===== src/rtl/multi_req_ack_if.sv =====
// Handshake bundle for multi_req_ack: per-channel request/ack plus status.
// The master drives requests and err_clr; the slave answers with ack/full/drop_err/busy.
interface multi_req_ack_if #(
  parameter int N_CH = 4
);
  logic [N_CH-1:0] req;
  logic            err_clr;
  logic [N_CH-1:0] ack;
  logic [N_CH-1:0] full;
  logic [N_CH-1:0] drop_err;
  logic            busy;

  modport master (output req, err_clr, input  ack, full, drop_err, busy);
  modport slave  (input  req, err_clr, output ack, full, drop_err, busy);
endinterface


===== src/rtl/multi_req_ack.sv =====
// Multi-channel req/ack responder: per-channel pending counters, round-robin
// grant of one channel per cycle, ACK_LAT-deep ack pipeline, overflow reporting.

// Per-channel pending counter with accept/drop decision and sticky drop flag.
module mra_chan #(
  parameter int PEND_W = 2
) (
  input  logic clk,
  input  logic rst_n,
  input  logic i_req,
  input  logic i_gnt,
  input  logic i_err_clr,
  output logic o_pend,
  output logic o_full,
  output logic o_drop_err
);
  localparam logic [PEND_W-1:0] PMAX = '1;

  logic [PEND_W-1:0] r_cnt;
  logic [PEND_W-1:0] w_cnt_nxt;
  logic              r_full;
  logic              r_drop_err;
  logic              w_at_max;
  logic              w_acc;
  logic              w_drop;

  // A request arriving at PMAX still fits if this channel drains in the same cycle.
  assign w_at_max = (r_cnt == PMAX);
  assign w_acc    = i_req & (~w_at_max | i_gnt);
  assign w_drop   = i_req & w_at_max & ~i_gnt;

  always_comb begin
    w_cnt_nxt = r_cnt;
    if (w_acc && !i_gnt)      w_cnt_nxt = r_cnt + PEND_W'(1);
    else if (!w_acc && i_gnt) w_cnt_nxt = r_cnt - PEND_W'(1);
  end

  always_ff @(posedge clk or negedge rst_n) begin
    if (!rst_n) begin
      r_cnt      <= '0;
      r_full     <= 1'b0;
      r_drop_err <= 1'b0;
    end else begin
      r_cnt  <= w_cnt_nxt;
      r_full <= (w_cnt_nxt == PMAX);
      if (w_drop)         r_drop_err <= 1'b1;
      else if (i_err_clr) r_drop_err <= 1'b0;
    end
  end

  assign o_pend     = |r_cnt;
  assign o_full     = r_full;
  assign o_drop_err = r_drop_err;
endmodule

module multi_req_ack #(
  parameter int N_CH    = 4,
  parameter int ACK_LAT = 1,
  parameter int PEND_W  = 2
) (
  input  logic           clk,
  input  logic           rst_n,
  multi_req_ack_if.slave bus
);
  localparam int             PW      = (N_CH > 1) ? $clog2(N_CH) : 1;
  localparam logic [PW-1:0]  PTR_RST = PW'(N_CH - 1);

  logic [N_CH-1:0]               w_pend;
  logic [N_CH-1:0]               w_gnt;
  logic                          w_any;
  logic                          w_any_hi;
  logic [PW-1:0]                 w_hi;
  logic [PW-1:0]                 w_lo;
  logic [PW-1:0]                 w_win;
  logic [PW-1:0]                 r_ptr;
  logic [ACK_LAT-1:0][N_CH-1:0]  r_stage;
  logic [ACK_LAT-1:0]            r_vld_pipe;

  for (genvar gi = 0; gi < N_CH; gi++) begin : g_chan
    mra_chan #(.PEND_W(PEND_W)) u_chan (
      .clk        (clk),
      .rst_n      (rst_n),
      .i_req      (bus.req[gi]),
      .i_gnt      (w_gnt[gi]),
      .i_err_clr  (bus.err_clr),
      .o_pend     (w_pend[gi]),
      .o_full     (bus.full[gi]),
      .o_drop_err (bus.drop_err[gi])
    );
  end

  // Round-robin: lowest pending channel above r_ptr, else lowest pending overall.
  always_comb begin
    w_any    = 1'b0;
    w_any_hi = 1'b0;
    w_hi     = '0;
    w_lo     = '0;
    for (int i = N_CH - 1; i >= 0; i--) begin
      if (w_pend[i]) begin
        w_any = 1'b1;
        w_lo  = PW'(i);
        if (PW'(i) > r_ptr) begin
          w_any_hi = 1'b1;
          w_hi     = PW'(i);
        end
      end
    end
    w_win = w_any_hi ? w_hi : w_lo;
    w_gnt = w_any ? (N_CH'(1) << w_win) : '0;
  end

  always_ff @(posedge clk or negedge rst_n) begin
    if (!rst_n) begin
      r_ptr      <= PTR_RST;
      r_stage    <= '0;
      r_vld_pipe <= '0;
    end else begin
      if (w_any) r_ptr <= w_win;
      r_stage[0]    <= w_gnt;
      r_vld_pipe[0] <= w_any;
      for (int s = 1; s < ACK_LAT; s++) begin
        r_stage[s]    <= r_stage[s-1];
        r_vld_pipe[s] <= r_vld_pipe[s-1];
      end
    end
  end

  assign bus.ack  = r_stage[ACK_LAT-1];
  assign bus.busy = (|w_pend) | (|r_vld_pipe);
endmodule


===== src/flat_wrapper.sv =====
// flat-port wrapper written by rule: the top's interface ports become plain ports
module multi_req_ack_flat 
#(
  parameter int N_CH    = 4,
  parameter int ACK_LAT = 1,
  parameter int PEND_W  = 2
)
  (clk, rst_n, bus_req, bus_err_clr, bus_ack, bus_full, bus_drop_err, bus_busy);
  multi_req_ack_if #(.N_CH(N_CH)) bus_i ();
  input  logic clk;
  input  logic rst_n;
  input wire logic [$bits(bus_i.req)-1:0] bus_req;
  input wire logic [$bits(bus_i.err_clr)-1:0] bus_err_clr;
  output wire logic [$bits(bus_i.ack)-1:0] bus_ack;
  output wire logic [$bits(bus_i.full)-1:0] bus_full;
  output wire logic [$bits(bus_i.drop_err)-1:0] bus_drop_err;
  output wire logic [$bits(bus_i.busy)-1:0] bus_busy;
  assign bus_i.req = bus_req;
  assign bus_i.err_clr = bus_err_clr;
  assign bus_ack = bus_i.ack;
  assign bus_full = bus_i.full;
  assign bus_drop_err = bus_i.drop_err;
  assign bus_busy = bus_i.busy;
  multi_req_ack #(.N_CH(N_CH), .ACK_LAT(ACK_LAT), .PEND_W(PEND_W)) u_core (.clk(clk), .rst_n(rst_n), .bus(bus_i));
endmodule

===== config.mk =====
export PLATFORM = sky130hd
export DESIGN_NAME = multi_req_ack_flat
export DESIGN_NICKNAME = d
export VERILOG_FILES = /design/src/rtl/multi_req_ack_if.sv /design/src/rtl/multi_req_ack.sv /design/src/flat_wrapper.sv
export SDC_FILE = /design/constraint.sdc
export NUM_CORES = 1
export LEC_CHECK = 0
export ABC_AREA = 1
export CAP_MARGIN = 20
export CORE_MARGIN = 2
export CORE_UTILIZATION = 55
export CTS_CLUSTER_DIAMETER = 120
export DETAILED_ROUTE_END_ITERATION = 10
export PLACE_DENSITY = 0.81
export SLEW_MARGIN = 0
export SYNTH_ARGS = -nofsm -noshare
export SYNTH_HDL_FRONTEND = slang
export SYNTH_SLANG_ARGS = --single-unit

===== constraint.sdc =====
create_clock -name clk -period 5 [get_ports clk]
set_input_delay 1 -clock clk [delete_from_list [all_inputs] [get_ports clk]]
set_output_delay 1 -clock clk [all_outputs]
set_load 0.01 [all_outputs]

== Word level (Yosys, flattened, before mapping) ==
Index checks and enable logic that the tools add are counted.

* Bits of input ports: 7
* Register bits after elaboration: 23
* Logic and storage cells: 125

* Shifts and indexed selects: 1
* Equality and inequality tests: 8
* Bitwise logic cells: 25
* Reductions and logical operators: 25
* Magnitude comparators: 4
* Muxes and demuxes: 39
* $add $sub $neg: 8

{| class="wikitable"
|+ Operators with widths
! operator !! number
|-
| $mux W2 || 21
|-
| $mux W1 || 17
|-
| $eq A2 B2 Y1 const B || 8
|-
| $and A1 B1 Y1 || 12
|-
| $add A2 B1 Y2 const B || 4
|-
| $logic_and A1 B1 Y1 || 8
|-
| $logic_not A1 Y1 || 8
|-
| $not A1 Y1 || 8
|-
| $reduce_bool A2 Y1 || 4
|-
| $reduce_or A2 Y1 || 4
|-
| $reduce_or A8 Y1 || 1
|-
| $sub A2 B1 Y2 const B || 4
|-
| $or A1 B1 Y1 || 5
|-
| $gt A1 B2 Y1 const A || 2
|-
| $gt A2 B2 Y1 const A || 2
|-
| $mux W4 || 1
|-
| $shl A1 B2 Y4 const A || 1
|}

== Logic depth before layout (Yosys ltp) ==
* Word-level depth: 19
* Depth in mapped cells: 17
* Gate-level depth less buffers: 16

== Modules after synthesis ==
From an unflattened synthesis, not the netlist that was laid out.

* Cells, all modules: 164
* Area, all modules: 1272.5 µm²

{| class="wikitable"
|+ Modules (own cells, without submodules)
! module !! cells an instance !! area an instance (µm²) !! times used !! seq. area each (µm²)
|-
| mra_chan || 30 || 232.7 || 4 || 100.1
|-
| multi_req_ack || 44 || 341.6 || 1 || 177.7
|}

== Worst setup path after synthesis ==
OpenSTA, ideal clock, no wires.

* Kind: flip-flop to output port
* From: register u_core.g_chan[1].u_chan.r_cnt[0]
* To: output bus_busy
* Setup slack: 2.693 ns
* Cell stages (with the launch flop): 7
* Arrival: 1.307 ns
* Required time: 4.000 ns
* Path through: dfrtp_1 > inv_1 > ha_1 > nand2_1 > nor2_1 > inv_1 > or2_2

* Word-level cells in the longest chain between the ends: 2

{| class="wikitable"
|+ Ends and longest elaborated chain
! item !! line !! text
|-
| start: declaration || multi_req_ack.sv:19 || <nowiki>logic [PEND_W-1:0] r_cnt;</nowiki>
|-
| start signal: assignment || multi_req_ack.sv:44 || <nowiki>r_cnt <= w_cnt_nxt;</nowiki>
|-
| $reduce_or A8 Y1 || multi_req_ack.sv:129 || <nowiki>assign bus.busy = (|w_pend) | (|r_vld_pipe);</nowiki>
|-
| $or A1 B1 Y1 || multi_req_ack.sv:129 ||
|-
| end: declaration || flat_wrapper.sv:17 || <nowiki>output wire logic [$bits(bus_i.busy)-1:0] bus_busy;</nowiki>
|}

No other way between the ends.

== Worst setup path after layout ==
* From: register u_core.g_chan[2].u_chan.r_cnt[0]
* To: output bus_busy

* Word-level cells in the longest chain between the ends: 2

{| class="wikitable"
|+ Ends and longest elaborated chain
! item !! line
|-
| start: declaration || multi_req_ack.sv:19
|-
| start signal: assignment || multi_req_ack.sv:44
|-
| $reduce_or A8 Y1 || multi_req_ack.sv:129
|-
| $or A1 B1 Y1 || multi_req_ack.sv:129
|}

No other way between the ends.

==> flow_summary.json <==
{
  "vdd_ir_drop_max_v": 0.0004154,
  "antennaDiodeCount": 0,
  "hold_ws_ps": 499.0,
  "num_rows": 18,
  "hold-path-endpoint": "u_core.r_ptr[0]",
  "slew_headroom_pct": 64.16,
  "status": "finished clean",
  "final.fill_count": 205,
  "skew_ps": 3.897,
  "instances_no_fill": 211,
  "ioPinCount": 20,
  "ys_seq_area_share_pct": 41.89,
  "drt-initial-drc-count": 26,
  "routed_wl_um": 2456,
  "core-area_mm2": 0.002432,
  "min_path_cells": 2,
  "drc": 0,
  "p_int_mw": 0.6009,
  "syn_inst": 166,
  "grt_pass1_wl_um": 4202,
  "p_per_area_mw_per_mm2": 757.9,
  "final_layout_size_suffix_gt1_share_pct": 17.13,
  "grt_pass1_vias": 1008,
  "p_sw_mw": 0.5892,
  "post_cts_resized": 0,
  "ys_ff_latch": 23,
  "cts.clk_slew.worst_paths_ps": 130,
  "grtUsageTotal_pct": 20.32,
  "worstHoldPathType": "reg -> reg",
  "arrival_ps": 2240,
  "clockPowerShare_pct": 7.3,
  "path_class": "reg -> out",
  "place_congestion": 0.9671,
  "syn_area_mm2": 0.001380,
  "hp-start": "u_core.r_ptr[0]",
  "ys_types": 25,
  "startpoint_type": "flop",
  "setup.worst_path.start": "u_core.g_chan[2].u_chan.r_cnt[0]",
  "finalMaxSlewViolations": 0,
  "clock-root-buffer": "clkbuf_4",
  "crit_path_end_kind": "primary output",
  "r2r-start": "u_core.g_chan[1].u_chan.r_cnt[0]",
  "max_freq_ghz": 0.3085,
  "worstRegToRegCells": 14,
  "cts_tree": "built",
  "area_delta_synth_final_pct": 13.78,
  "synth_nets": 181,
  "fin_crit_sh_pct": 64.83,
  "worstPathRequired_ps": 4000,
  "cts_setup_buffers": 0,
  "design.die.area_mm2": 0.002926,
  "dp_hpwl_um": 1897,
  "ff2ff_setup_slack_ps": 3100,
  "switching_share_pct": 49.51,
  "fin_setup_tns_ps": 0,
  "ant_nets": 0,
  "grt_max_degree": 24,
  "antenna_found_initial": 0,
  "place_inst": 206,
  "seq_power_share_pct": 27.3,
  "numPortBuffers": 19,
  "cap_violations": 0,
  "hold_viol": 0,
  "r2r-end": "u_core.g_chan[0].u_chan.o_full",
  "ys_warn_count": 0,
  "dr_total_vias": 1062,
  "p_leak_nw": 0.8549,
  "comb_power_share_pct": 65.4,
  "worst_pin_slew_ps": 535.9,
  "first_pass_iters": 4,
  "clkLatencyLatePin_ps": 310,
  "avgSynthCellArea_um2": 8.314,
  "finalNetCount": 197,
  "hold_buffers": 0,
  "die_w_um": 54.09,
  "die_h_um": 54.09,
  "rsz0062_at_grt": "no",
  "vias_per_cell": 5.033,
  "finalSetupViolations": 0,
  "initial_core_util_pct": 56.74,
  "cts_buffer_depth": 2,
  "clkSinkCount": 23,
  "overflow": 0,
  "finalCriticalPeriod_ps": 3242,
  "numCtsBuffers": 3,
  "wire_per_inst_um": 11.64,
  "htreeDepth": 1,
  "path_max_fanout": 4
}
critical path, stage by stage (launching register included):
cell             delay, ps
dfrtp_1                420
inv_1                  110
ha_1                   210
nand2_1                 80
nor2_1                 210
inv_1                  130
or2_2                  290
clkdlybuf4s50_1        480
cell usage in the layout, fill, tap and decap left out, types with 6 or more instances in the layout:
| cell type | count |
|---|---|
| ha_1 | 8 |
| dfrtp_1 | 21 |
| nand3_1 | 17 |
| inv_1 | 29 |
| inv_2 | 6 |
| clkdlybuf4s50_1 | 19 |
| nand2_2 | 6 |
| nand2_1 | 44 |
worst max path at each step:
stage	end	cells past startpoint	slack [ps]
detailed placement	bus_busy	7	2120
global route	bus_busy	7	1630
CTS	bus_busy	7	1750
finish	bus_busy	7	1760
floorplan	bus_busy	6	2690
global placement	bus_busy	7	2200
sequential cells by signal, summed over array words and instances, names as in the netlist:
name / cells
u_core.g_chan.u_chan.r_cnt: 8
u_core.bus.ack: 4
u_core.g_chan.u_chan.o_drop_err: 4
u_core.g_chan.u_chan.o_full: 4
u_core.r_ptr: 2
u_core.r_vld_pipe: 1
power by group through the flow:
stage	combinational, mW	sequential [mW]	clock [mW]
floorplan	0.653	0.325	0
finish	0.779	0.324	0.0868
CTS	0.781	0.324	0.0898
global placement	0.742	0.324	0
global route	0.880	0.336	0.0953
detailed placement	0.776	0.328	0
per-layer routing:
layer	track usage [%]	vias to the layer above	share of wire (%)
li1	-	531	-
met1	24.12	500	42
met2	36.18	27	53
met3	4.167	4	4.1
met4	7.083	0	0.98
met5	0	-	0
per-stage QoR:
step | power, mW | area [µm²] | worst slack (ps) | utilization [%]
2_1_floorplan | 0.9785 | 1380 | 2693 | -
3_3_place_gp | 1.066 | 1528 | 2196 | 62.81
3_5_place_dp | 1.104 | 1528 | 2121 | 62.81
4_1_cts | 1.195 | 1555 | 1749 | 63.94
5_1_grt | 1.311 | 1570 | 1628 | 64.56
6_report | 1.190 | 1570 | 1758 | 64.56
cell usage after synthesis:
library cell / n / share of area, %
inv_4: 1 / 0.45
nand3b_4: 1 / 1.5
buf_4: 8 / 4.4
inv_1: 29 / 7.9
o32ai_1: 1 / 0.63
dfstp_2: 2 / 3.8
nand4_1: 3 / 1.4
inv_2: 6 / 1.6
nand3_1: 17 / 6.2
o21ai_0: 3 / 1.1
nor2_2: 1 / 0.45
dfrtp_1: 21 / 38
a21oi_2: 1 / 0.63
nor2_4: 1 / 0.82
nand3_4: 1 / 1.3
a21oi_1: 2 / 0.73
nor2_8: 1 / 1.5
nor2_1: 3 / 0.82
nand3_2: 2 / 1.5
nand2_2: 6 / 2.7
buf_12: 1 / 1.5
ha_1: 8 / 7.3
nand2_1: 44 / 12
or2_2: 1 / 0.45
nand2_4: 2 / 1.6
layout make-up:
type | instances | area [µm²] | share of cell area, %
inverter | 36 | 137.6 | 8.765
sequential | 23 | 578.1 | 36.81
clock buffer | 3 | 22.52 | 1.434
clock inverter | 1 | 5.005 | 0.3187
timing repair buffer | 20 | 205.2 | 13.07
tap | 30 | 37.54 | 2.390
multi-input combinational | 98 | 584.3 | 37.21
cells by family (layout without fill, tap and decap cells):
logic type	after synthesis	count (layout)	synth area share, %
simple gates	83	83	32.00
buf+inv	45	60	15.78
flops	23	23	41.89
fa+ha+maj	8	8	7.253
compound gates	7	7	3.082
Note: power is estimated with default switching activity, not from simulation.
